File: src/rtl/top_reg_bank.sv
// 14 x 16-bit register bank with a single write port and a registered read port.
// Reads are read-before-write; out-of-range addresses write nothing and read zero.
module top_reg_bank #(
  parameter int DATA_WIDTH = 16,
  parameter int ADDR_WIDTH = 4,
  parameter int NUM_REGS   = 14
) (
  input  logic                  clk,
  input  logic                  rst,
  input  logic                  write_en,
  input  logic                  read_en,
  input  logic [ADDR_WIDTH-1:0] addr,
  input  logic [DATA_WIDTH-1:0] data_in,
  output logic [DATA_WIDTH-1:0] data_out
);

  logic [DATA_WIDTH-1:0] regs_q [NUM_REGS];
  logic [DATA_WIDTH-1:0] regs_d [NUM_REGS];
  logic [DATA_WIDTH-1:0] data_out_q;
  logic [DATA_WIDTH-1:0] data_out_d;
  logic [DATA_WIDTH-1:0] rd_data_s;
  logic                  addr_valid_s;

  assign addr_valid_s = (addr < ADDR_WIDTH'(NUM_REGS));

  // Read mux and next-state for storage and the output register.
  always_comb begin
    rd_data_s  = {DATA_WIDTH{1'b0}};
    data_out_d = data_out_q;
    for (int i = 0; i < NUM_REGS; i++) begin
      regs_d[i] = regs_q[i];
      if (addr == ADDR_WIDTH'(i)) begin
        rd_data_s = regs_q[i];
        if (write_en) begin
          regs_d[i] = data_in;
        end else begin
          regs_d[i] = regs_q[i];
        end
      end else begin
        regs_d[i] = regs_q[i];
      end
    end
    if (read_en) begin
      data_out_d = addr_valid_s ? rd_data_s : {DATA_WIDTH{1'b0}};
    end else begin
      data_out_d = data_out_q;
    end
  end

  // State registers; reset clears everything and masks any write in that edge.
  always_ff @(posedge clk) begin
    if (rst) begin
      for (int i = 0; i < NUM_REGS; i++) begin
        regs_q[i] <= {DATA_WIDTH{1'b0}};
      end
      data_out_q <= {DATA_WIDTH{1'b0}};
    end else begin
      for (int i = 0; i < NUM_REGS; i++) begin
        regs_q[i] <= regs_d[i];
      end
      data_out_q <= data_out_d;
    end
  end

  assign data_out = data_out_q;

endmodule

File: config.mk
export PLATFORM = sky130hd
export DESIGN_NAME = top_reg_bank
export DESIGN_NICKNAME = d
export VERILOG_FILES = /design/src/rtl/top_reg_bank.sv
export SDC_FILE = /design/constraint.sdc
export NUM_CORES = 1
export LEC_CHECK = 0
export BUFFER_PORTS_ARGS = -buffer_cell sky130_fd_sc_hd__buf_2
export CORE_MARGIN = 3
export CORE_UTILIZATION = 56
export CTS_BUF_LIST = sky130_fd_sc_hd__clkbuf_16
export DETAILED_ROUTE_END_ITERATION = 8
export PLACE_DENSITY_LB_ADDON = 0.15
export SETUP_SLACK_MARGIN = 0.15
export SLEW_MARGIN = 20
export SYNTH_ARGS = -nofsm -noshare
export SYNTH_HDL_FRONTEND = slang
export SYNTH_SLANG_ARGS = --single-unit
File: constraint.sdc
create_clock -name clk -period 5.8 [get_ports clk]
set_input_delay 1.74 -clock clk [delete_from_list [all_inputs] [get_ports clk]]
set_output_delay 1.74 -clock clk [all_outputs]
set_load 0.01 [all_outputs]
==> results.sh, run 1 <==
export IMPL_synth_area_um2=11100
export IMPL_clock_sinks=240
export IMPL_cp_slowest_cell="and2_1"
export IMPL_path_clk_slew_ps=60
export IMPL_critical_path_max_fanout=46
export IMPL_antenna_found_initial=0
export IMPL_final_layout_size_suffix_gt1_share_pct=9.49
export IMPL_synth_distinct_cells=69
export IMPL_syn_to_final_growth_pct=6.68
export IMPL_grt_max_degree=134
export IMPL_final_hold_viol_count=0
export IMPL_pin_count=40
export IMPL_syn_inst=1459
export IMPL_ys_seq_area_share_pct=43.3
export IMPL_worstMarginPinSlew_ps=1080
export IMPL_dr_total_vias=10500
export IMPL_cp_end_kind="flip-flop"
export IMPL_overflow=0
export IMPL_grt_first_pass_wirelength_mm=56.1
export IMPL_worst_ep_arrival_time_ps=4460
export IMPL_core_um2=19100
export IMPL_hold_depth=2
export IMPL_postCtsHoldBufs=0
export IMPL_start_util_pct=58.2
export IMPL_synth_edff_count=0
export IMPL_status="finished, final reports clean"
export IMPL_slowest_delay_ps=710
export IMPL_synth_top_area_share_pct=43.3
export IMPL_synth_area_per_cell_um2=7.61
export IMPL_async_flop_share_pct=0
export IMPL_grt_pass1_vias=9680
export IMPL_synth_area_leaders="dfxtp_1, nand2_1, a21oi_1"
export IMPL_drc_errors=0
export IMPL_yosysMostFrequentCell="nand2_1"
export IMPL_rsz0062_at_grt="false"
export IMPL_hp_class="reg -> reg"
export IMPL_rows=50
export IMPL_synth_seq_cells=240
export IMPL_post_cts_buffers=0
export IMPL_yosys_warnings=0
export IMPL_wirelength_mm=36.3
export IMPL_cts_buffers_inserted=27
export IMPL_slew_limit_headroom_pct=28.3
export IMPL_root_buffer="clkbuf_16"
export IMPL_nets=1441
export IMPL_dr_first_iter_drc_count=1299
export IMPL_fin_setup_tns_ps=0
export IMPL_ir_drop_mv=0.192
export IMPL_p_leak_nw=3.94
export IMPL_cts_tree="built"
export IMPL_drt_antenna_violating_nets=0
export IMPL_reg2reg_depth=5
export IMPL_required_ps=6240
export IMPL_viasPerCell=6.21
export IMPL_cts_htree_levels=1
export IMPL_hpwl_mm=22.8
export IMPL_dieArea_um2=21500
export IMPL_clockBufferDepth=3
export IMPL_fin_crit_ps=4020
export IMPL_die_h_um=147
export IMPL_place_inst=1648
export IMPL_worst_setup_path_start_kind="primary input"
export IMPL_worstSetupPathType="in -> reg"
export IMPL_syn_nets=1483
export IMPL_cap_violations=0
export IMPL_final_cells=1693
export IMPL_reg2reg_slack_ps=4050
export IMPL_wl_per_cell_um=21.4
export IMPL_power_density_nw_per_um2=295
export IMPL_fin_skew_ps=7.25
export IMPL_numPortBuffers=39
export IMPL_postLayoutCoreUtil_pct=62.1
export IMPL_grt_util_all_layers_pct=32.4
export IMPL_synthTopCellsByCount="nand2_1, a21oi_1, dfxtp_1, clkbuf_1, nor2_1"
export IMPL_gp_congestion=0.906
export IMPL_cts_resized=0
export IMPL_fp_dieW_um=147
export IMPL_max_freq_ghz=0.249
export IMPL_synth_top_area_cell="dfxtp_1"
export IMPL_period_share_pct=69.3
export IMPL_firstDrtPassIters=6
export IMPL_drv_slew=0
export IMPL_synth_main_ff_cell="dfxtp_1"
export IMPL_finalSetupViolCount=0
export IMPL_cp_cell_sequence="buf_4 > nand2b_1 > nor2_2 > and2_1 > nand2_1 > a21oi_1"
export IMPL_clk_latency_ps=530
export IMPL_antennaDiodeCount=0
-- cell type report --
type | instances | area, um2
clock buffer | 27 | 676
inverter | 10 | 37.5
fill | 1769 | 7240
tap | 260 | 325
timing repair buffer | 53 | 324
sequential | 240 | 4800
multi-input combinational | 1085 | 5600
clock inverter | 18 | 78.8
-- state kept, by name (all words and copies together) (netlist names) --
name and cells:
regs_q 224, data_out 16
-- through the flow --
| stage | power, mW | instance area, um2 | hold slack, ps | setup slack, ps |
|---|---|---|---|---|
| 6_report | 3.50 | 11800 | 451 | 1780 |
| 2_1_floorplan | 1.92 | 11100 | 431 | 2760 |
| 3_3_place_gp | 2.01 | 11100 | 438 | 1490 |
| 3_5_place_dp | 2.01 | 11100 | 444 | 1360 |
| 5_1_grt | 3.58 | 11800 | 466 | 1670 |
| 4_1_cts | 3.49 | 11800 | 452 | 1910 |
-- per-layer routing --
metal / track usage (%) / routed length [um] / vias to the layer above / share of wire [%]
met5: 0 / 0 / - / 0
met3: 5.98 / 3590 / 92 / 9.9
met4: 10.8 / 1150 / 0 / 3.2
met1: 45.1 / 15000 / 4967 / 41
met2: 50.9 / 16500 / 570 / 46
li1: - / - / 4886 / -
-- worst paths after layout --
check | startpoint | end
worst max-delay path | addr[0] | regs_q[1][83]$_SDFFE_PP0P_
worst min-delay path | regs_q[0][24]$_SDFFE_PP0P_ | regs_q[0][24]$_SDFFE_PP0P_
worst max register to register | regs_q[0][23]$_SDFFE_PP0P_ | data_out[7]$_SDFFE_PP0P_
worst min register to register | regs_q[0][24]$_SDFFE_PP0P_ | regs_q[0][24]$_SDFFE_PP0P_
-- critical path, delay by kind of cell --
kind | cells | cell delay (ps)
simple gates | 4 | 1970
compound gates | 1 | 180
buf+inv | 1 | 530
-- cells in the final DEF, fill, tap and decap left out, types with 4 or more instances in the layout --
cell,netlist,final
nand2_1,496,496
a21oi_1,267,267
dfxtp_1,240,240
nor2_1,51,50
buf_2,42,36
o21ai_0,34,34
clkbuf_16,0,27
nand3_1,22,22
mux2i_1,22,22
inv_1,9,18
o22ai_1,16,16
a22oi_1,15,15
buf_4,14,15
a221o_1,12,12
a211oi_1,11,11
nand2b_1,10,10
nor2_2,9,10
nor3_1,9,9
mux4_2,7,7
a2111oi_2,6,6
nand3b_1,6,6
o32ai_1,5,5
clkinv_2,0,5
nor2b_1,4,4
clkinv_1,1,4
o2bb2ai_1,4,4
o31ai_1,4,4
a31oi_1,4,4
o211ai_1,4,4
a32oi_1,4,4
a311oi_1,4,4
-- power breakdown --
part | switching [mW] | internal [mW]
Clock | 0.678 | 0.833
Sequential | 0.0143 | 1.67
Combinational | 0.221 | 0.0771
-- logic make-up after synthesis --
family | share of synthesized area [%]
buffers and inverters | 6.32
DFF | 43.3
muxes | 3.71
AOI/OAI and AO/OA | 22.5
and+or+nand+nor | 24.2
No activity file was read; power rests on OpenSTA's default activity.
==> run 2: changes to the inputs <==
--- a/config.mk
+++ b/config.mk
@@ -5,6 +5,7 @@
 export SDC_FILE = /design/constraint.sdc
 export NUM_CORES = 1
 export LEC_CHECK = 0
+export ABC_AREA = 1
 export BUFFER_PORTS_ARGS = -buffer_cell sky130_fd_sc_hd__buf_2
 export CORE_MARGIN = 3
 export CORE_UTILIZATION = 56
==> constraint.sdc (replaced) <==
create_clock -name clk -period 3.5 [get_ports clk]
set_input_delay 1.05 -clock clk [delete_from_list [all_inputs] [get_ports clk]]
set_output_delay 1.05 -clock clk [all_outputs]
set_load 0.01 [all_outputs]
==> results.sh, run 2 <==
export IMPL_syn_inst=1520
export IMPL_fin_skew_ps=20.4
export IMPL_drt_antenna_violating_nets=0
export IMPL_synth_main_ff_cell="dfxtp_1"
export IMPL_p_leak_nw=4.15
export IMPL_critical_path_max_fanout=21
export IMPL_nets=1521
export IMPL_worstSetupPathType="in -> reg"
export IMPL_cts_htree_levels=1
export IMPL_antennaDiodeCount=0
export IMPL_final_cells=1745
export IMPL_worst_ep_arrival_time_ps=2910
export IMPL_async_flop_share_pct=0
export IMPL_synth_top_area_share_pct=45.3
export IMPL_clk_latency_ps=540
export IMPL_finalSetupViolCount=0
export IMPL_place_inst=1698
export IMPL_ir_drop_mv=0.355
export IMPL_final_layout_size_suffix_gt1_share_pct=8.97
export IMPL_synth_area_per_cell_um2=6.97
export IMPL_cts_buffers_inserted=26
export IMPL_cap_violations=0
export IMPL_cpMostUsedCell="nand2_1"
export IMPL_synthXorXnorAreaFrac_pct=0
export IMPL_cp_end_kind="flip-flop"
export IMPL_yosys_warnings=0
export IMPL_gp_congestion=0.983
export IMPL_grt_first_pass_wirelength_mm=50.6
export IMPL_ys_seq_area_share_pct=45.3
export IMPL_syn_to_final_growth_pct=10.1
export IMPL_fin_setup_tns_ps=0
export IMPL_postPlaceCellArea_um2=10900
export IMPL_fin_crit_ps=2540
export IMPL_hold_slack_ps=458
export IMPL_grt_pass1_vias=9347
export IMPL_slowest_delay_ps=450
export IMPL_slew_limit_headroom_pct=44.2
export IMPL_cp_cell_sequence="buf_2 > inv_1 > nand2_1 > nor2_2 > buf_4 > nand2_1 > nor2_1 > a211oi_1"
export IMPL_critPathBufInv=3
export IMPL_final_common_cell="nand2_1"
export IMPL_pin_count=40
export IMPL_synth_area_um2=10600
export IMPL_rows=49
export IMPL_required_ps=3870
export IMPL_dieArea_um2=20600
export IMPL_root_buffer="clkbuf_16"
export IMPL_syn_nets=1544
export IMPL_period_share_pct=72.6
export IMPL_rsz0062_at_grt="false"
export IMPL_drc_errors=0
export IMPL_status="finished, final reports clean"
export IMPL_synth_top_family_by_area="simple AND/OR/NAND/NOR gates"
export IMPL_synth_top_area_cell="dfxtp_1"
export IMPL_hp_class="reg -> reg"
export IMPL_die_h_um=144
export IMPL_postLayoutCoreUtil_pct=63.8
export IMPL_synth_area_leaders="dfxtp_1, nand2_1, a21oi_1"
export IMPL_largest_register="regs_q"
export IMPL_core_um2=18300
export IMPL_synth_compound_area_share_pct=14.9
export IMPL_synth_simple_gate_area_share_pct=31.3
export IMPL_cts_tree="built"
export IMPL_grt_util_all_layers_pct=30.5
export IMPL_clockBufferDepth=3
export IMPL_power_density_nw_per_um2=494
export IMPL_postCtsHoldBufs=0
export IMPL_synthAdderAreaFrac_pct=0
export IMPL_hpwl_mm=20.4
export IMPL_dr_total_vias=10400
export IMPL_largest_reg_flops=224
export IMPL_overflow=0
export IMPL_worstMarginPinSlew_ps=836
export IMPL_muxShareOfSynthArea_pct=0
export IMPL_final_hold_viol_count=0
export IMPL_viasPerCell=5.96
export IMPL_synthTopCellsByCount="nand2_1, dfxtp_1, a21oi_1, nand3_1, nor2_1"
export IMPL_final_area_um2=11700
export IMPL_yosysMostFrequentCell="nand2_1"
export IMPL_fp_dieW_um=144
export IMPL_antenna_found_initial=0
export IMPL_synth_edff_count=0
export IMPL_final_cell_mix="nand2_1, dfxtp_1, a21oi_1, nand3_1, nor2_1"
export IMPL_wl_per_cell_um=18.3
export IMPL_clock_sinks=240
export IMPL_path_clk_slew_ps=60
export IMPL_cpLargestDelayFamily="simple AND/OR/NAND/NOR gates"
export IMPL_wirelength_mm=32.0
export IMPL_firstDrtPassIters=6
export IMPL_cts_resized=0
export IMPL_synth_seq_cells=240
export IMPL_synth_distinct_cells=19
export IMPL_cp_slowest_cell="nor2_2"
export IMPL_dr_first_iter_drc_count=1061
export IMPL_grt_max_degree=87
export IMPL_start_util_pct=58.0
export IMPL_max_freq_ghz=0.394
export IMPL_post_cts_buffers=0
export IMPL_numPortBuffers=39
export IMPL_drv_slew=0
export IMPL_worst_setup_path_start_kind="primary input"
-- run 2: changes by cell type after synthesis, sizes merged, moves of 48 or more --
cell	previous run	this run
nand3	22	210
a21oi	267	217
nand2	499	390
inv	9	95
nor2	62	117
nand4	3	51
-- run 2: tightest hold or removal path, stage by stage, from the launching register on --
cell	delay, ps
dfxtp_1	310
nand2_1	60
a21oi_1	50
-- run 2: per-layer routing --
metal	vias up	global-route usage, %	part of all wire (%)
met5	-	0	0
met3	79	4.46	8.3
li1	4995	-	-
met1	4864	44.0	44
met2	457	46.4	44
met4	0	11.6	3.2
-- run 2: worst paths after layout --
kind	from	endpoint	slack (ps)	depth (start not counted)
worst min register to register	regs_q[0][126]$_SDFFE_PP0P_	regs_q[0][126]$_SDFFE_PP0P_	460	2
worst max-delay path	addr[3]	regs_q[0][57]$_SDFFE_PP0P_	960	8
worst min-delay path	regs_q[0][126]$_SDFFE_PP0P_	regs_q[0][126]$_SDFFE_PP0P_	460	2
worst max register to register	regs_q[0][0]$_SDFFE_PP0P_	data_out[0]$_SDFFE_PP0P_	2040	10
-- run 2: where the power goes --
group,leakage (nW),internal (mW),switching (mW)
registers,1.94,2.78,0.0222
logic,1.81,0.0998,0.322
clock network,0.405,1.42,1.12
-- run 2: kinds of logic (layout without fill, tap and decap cells) --
logic type / Yosys count / count (layout)
and+or+nand+nor: 768 / 768
DFF: 240 / 240
AOI/OAI and AO/OA: 289 / 289
buffers and inverters: 223 / 219
-- run 2: cell type report --
cell class | count | area, um2
multi-input combinational | 1057 | 4900
tap | 229 | 287
inverter | 95 | 357
fill | 1674 | 6610
clock inverter | 21 | 128
timing repair buffer | 77 | 531
clock buffer | 26 | 651
sequential | 240 | 4800
-- run 2: through the flow --
step,setup WS [ps],power [mW]
2_1_floorplan,1260,3.11
3_3_place_gp,567,3.26
3_5_place_dp,534,3.27
4_1_cts,1060,5.77
5_1_grt,762,5.93
6_report,960,5.76
==> run 3: changes to the inputs <==
--- a/config.mk
+++ b/config.mk
@@ -5,7 +5,7 @@
 export SDC_FILE = /design/constraint.sdc
 export NUM_CORES = 1
 export LEC_CHECK = 0
-export ABC_AREA = 1
+export ABC_AREA = 0
 export BUFFER_PORTS_ARGS = -buffer_cell sky130_fd_sc_hd__buf_2
 export CORE_MARGIN = 3
 export CORE_UTILIZATION = 56
==> constraint.sdc (replaced) <==
create_clock -name clk -period 2.35 [get_ports clk]
set_input_delay 0.705 -clock clk [delete_from_list [all_inputs] [get_ports clk]]
set_output_delay 0.705 -clock clk [all_outputs]
set_load 0.01 [all_outputs]
==> results.sh, run 3 (synthesis results as in run 1) <==
export IMPL_fin_crit_ps=1980
export IMPL_seqPwrFrac_pct=46.8
export IMPL_clk_latency_ps=540
export IMPL_largest_register="regs_q"
export IMPL_place_inst=1759
export IMPL_r2r_start="regs_q[0][23]$_SDFFE_PP0P_"
export IMPL_pin_count=40
export IMPL_regArea_um2=4800
export IMPL_cp_end_kind="flip-flop"
export IMPL_switching_share_pct=25.1
export IMPL_reg2reg_slack_ps=690
export IMPL_period_share_pct=84.3
export IMPL_dr_first_iter_drc_count=1138
export IMPL_final_layout_size_suffix_gt1_share_pct=16.0
export IMPL_final_cells=1802
export IMPL_final_cell_mix="nand2_1, a21oi_1, dfxtp_1, buf_4, nor2_1"
export IMPL_drt_antenna_violating_nets=0
export IMPL_wl_per_cell_um=20.5
export IMPL_fillCellCount=1642
export IMPL_comb_power_share_pct=9.3
export IMPL_critical_path_startpoint="addr[2]"
export IMPL_status="finished, final reports clean"
export IMPL_rows=50
export IMPL_reg2reg_depth=6
export IMPL_numPortBuffers=39
export IMPL_final_hold_viol_count=0
export IMPL_r2r_end="data_out[7]$_SDFFE_PP0P_"
export IMPL_clockBufferDepth=3
export IMPL_p_int_mw=6.67
export IMPL_worstSetupPathType="in -> reg"
export IMPL_core_um2=19100
export IMPL_postLayoutCoreUtil_pct=66.9
export IMPL_finalSetupViolCount=0
export IMPL_hpwl_mm=25.9
export IMPL_cap_violations=0
export IMPL_syn_to_final_growth_pct=15.0
export IMPL_start_util_pct=58.2
export IMPL_grt_first_pass_wirelength_mm=57.2
export IMPL_fp_dieW_um=147
export IMPL_drc_errors=0
export IMPL_final_common_cell="nand2_1"
export IMPL_cts_htree_levels=1
export IMPL_nets=1551
export IMPL_ir_drop_mv=0.592
export IMPL_wirelength_mm=37.0
export IMPL_pwr_share_clk_pct=43.9
export IMPL_overflow=0
export IMPL_largest_reg_flops=224
export IMPL_power_density_nw_per_um2=698
export IMPL_max_freq_ghz=0.505
export IMPL_worst_setup_path_start_kind="primary input"
export IMPL_root_buffer="clkbuf_16"
export IMPL_cts_buffers_inserted=26
export IMPL_critical_path_max_fanout=12
export IMPL_firstDrtPassIters=5
export IMPL_worst_ep_arrival_time_ps=2430
export IMPL_gp_congestion=0.951
export IMPL_grt_util_all_layers_pct=33.3
export IMPL_die_h_um=147
export IMPL_viasPerCell=5.99
export IMPL_hp_class="reg -> reg"
export IMPL_fin_setup_tns_ps=0
export IMPL_postCtsHoldBufs=0
export IMPL_drv_slew=0
export IMPL_antennaDiodeCount=0
export IMPL_cp_endpoint="data_out[9]$_SDFFE_PP0P_"
export IMPL_dr_total_vias=10800
export IMPL_pre_cts_ws_ps=-102
export IMPL_required_ps=2800
export IMPL_slew_limit_headroom_pct=62.6
export IMPL_fin_skew_ps=16.2
export IMPL_post_cts_buffers=0
export IMPL_rsz0062_at_grt="false"
export IMPL_antenna_found_initial=0
export IMPL_dieArea_um2=21500
export IMPL_cts_resized=0
export IMPL_grt_max_degree=54
export IMPL_path_clk_slew_ps=60
export IMPL_p_leak_nw=4.49
export IMPL_grt_pass1_vias=10000
export IMPL_multi_input_area_um2=5590
export IMPL_switchingPower_mw=2.24
export IMPL_fin_ws_ps=368
export IMPL_worstMarginPinSlew_ps=562
export IMPL_cts_tree="built"
export IMPL_clock_sinks=240
[run 3: worst min path at each step]
stage | from | endpoint | slack [ps] | cells past startpoint
floorplan | regs_q[1][92]$_SDFFE_PP0P_ | regs_q[1][92]$_SDFFE_PP0P_ | 430 | 2
global placement | regs_q[0][109]$_SDFFE_PP0P_ | regs_q[0][109]$_SDFFE_PP0P_ | 440 | 2
detailed placement | regs_q[0][43]$_SDFFE_PP0P_ | regs_q[0][43]$_SDFFE_PP0P_ | 440 | 2
CTS | regs_q[0][43]$_SDFFE_PP0P_ | regs_q[0][43]$_SDFFE_PP0P_ | 450 | 2
global route | regs_q[1][90]$_SDFFE_PP0P_ | regs_q[1][90]$_SDFFE_PP0P_ | 470 | 2
finish | regs_q[1][4]$_SDFFE_PP0P_ | regs_q[1][4]$_SDFFE_PP0P_ | 450 | 2
[run 3: power groups by stage]
stage                     clock, mW  sequential [mW]  combinational, mW
after floorplan                   0             4.24              0.504
after global placement            0             4.25              0.803
after detailed placement          0             4.25              0.807
after CTS                      3.95             4.16              0.811
after global routing           4.10             4.17              0.884
final                          3.91             4.17              0.833
[run 3: per-stage QoR]
step / area, um2 / power, mW / hold slack, ps
3_3_place_gp: 12000 / 5.06 / 438
6_report: 12800 / 8.91 / 451
3_5_place_dp: 12000 / 5.06 / 444
2_1_floorplan: 11100 / 4.75 / 431
4_1_cts: 12800 / 8.92 / 452
5_1_grt: 12800 / 9.15 / 469
[run 3: critical path: stages]
cell	delay, ps
buf_2	190
buf_4	210
nor2_2	320
o21ai_0	170
o32ai_1	370
a21boi_0	230
o31ai_1	230
[run 3: cell type report]
cell class,count,area share (%)
flip-flops and latches,240,37.6
multi-input cells,1085,43.8
repair buffers,164,9.46
clock inverters,16,0.941
clock buffers,27,5.29
inverters,10,0.294
well taps,260,2.55
[run 3: per-layer routing]
layer	GRT usage [%]	share of wire, %	up-vias
li1	-	-	5104
met5	0	0	-
met3	6.05	9.6	91
met2	52.7	45	525
met4	10.6	3.6	0
met1	46.4	41	5081
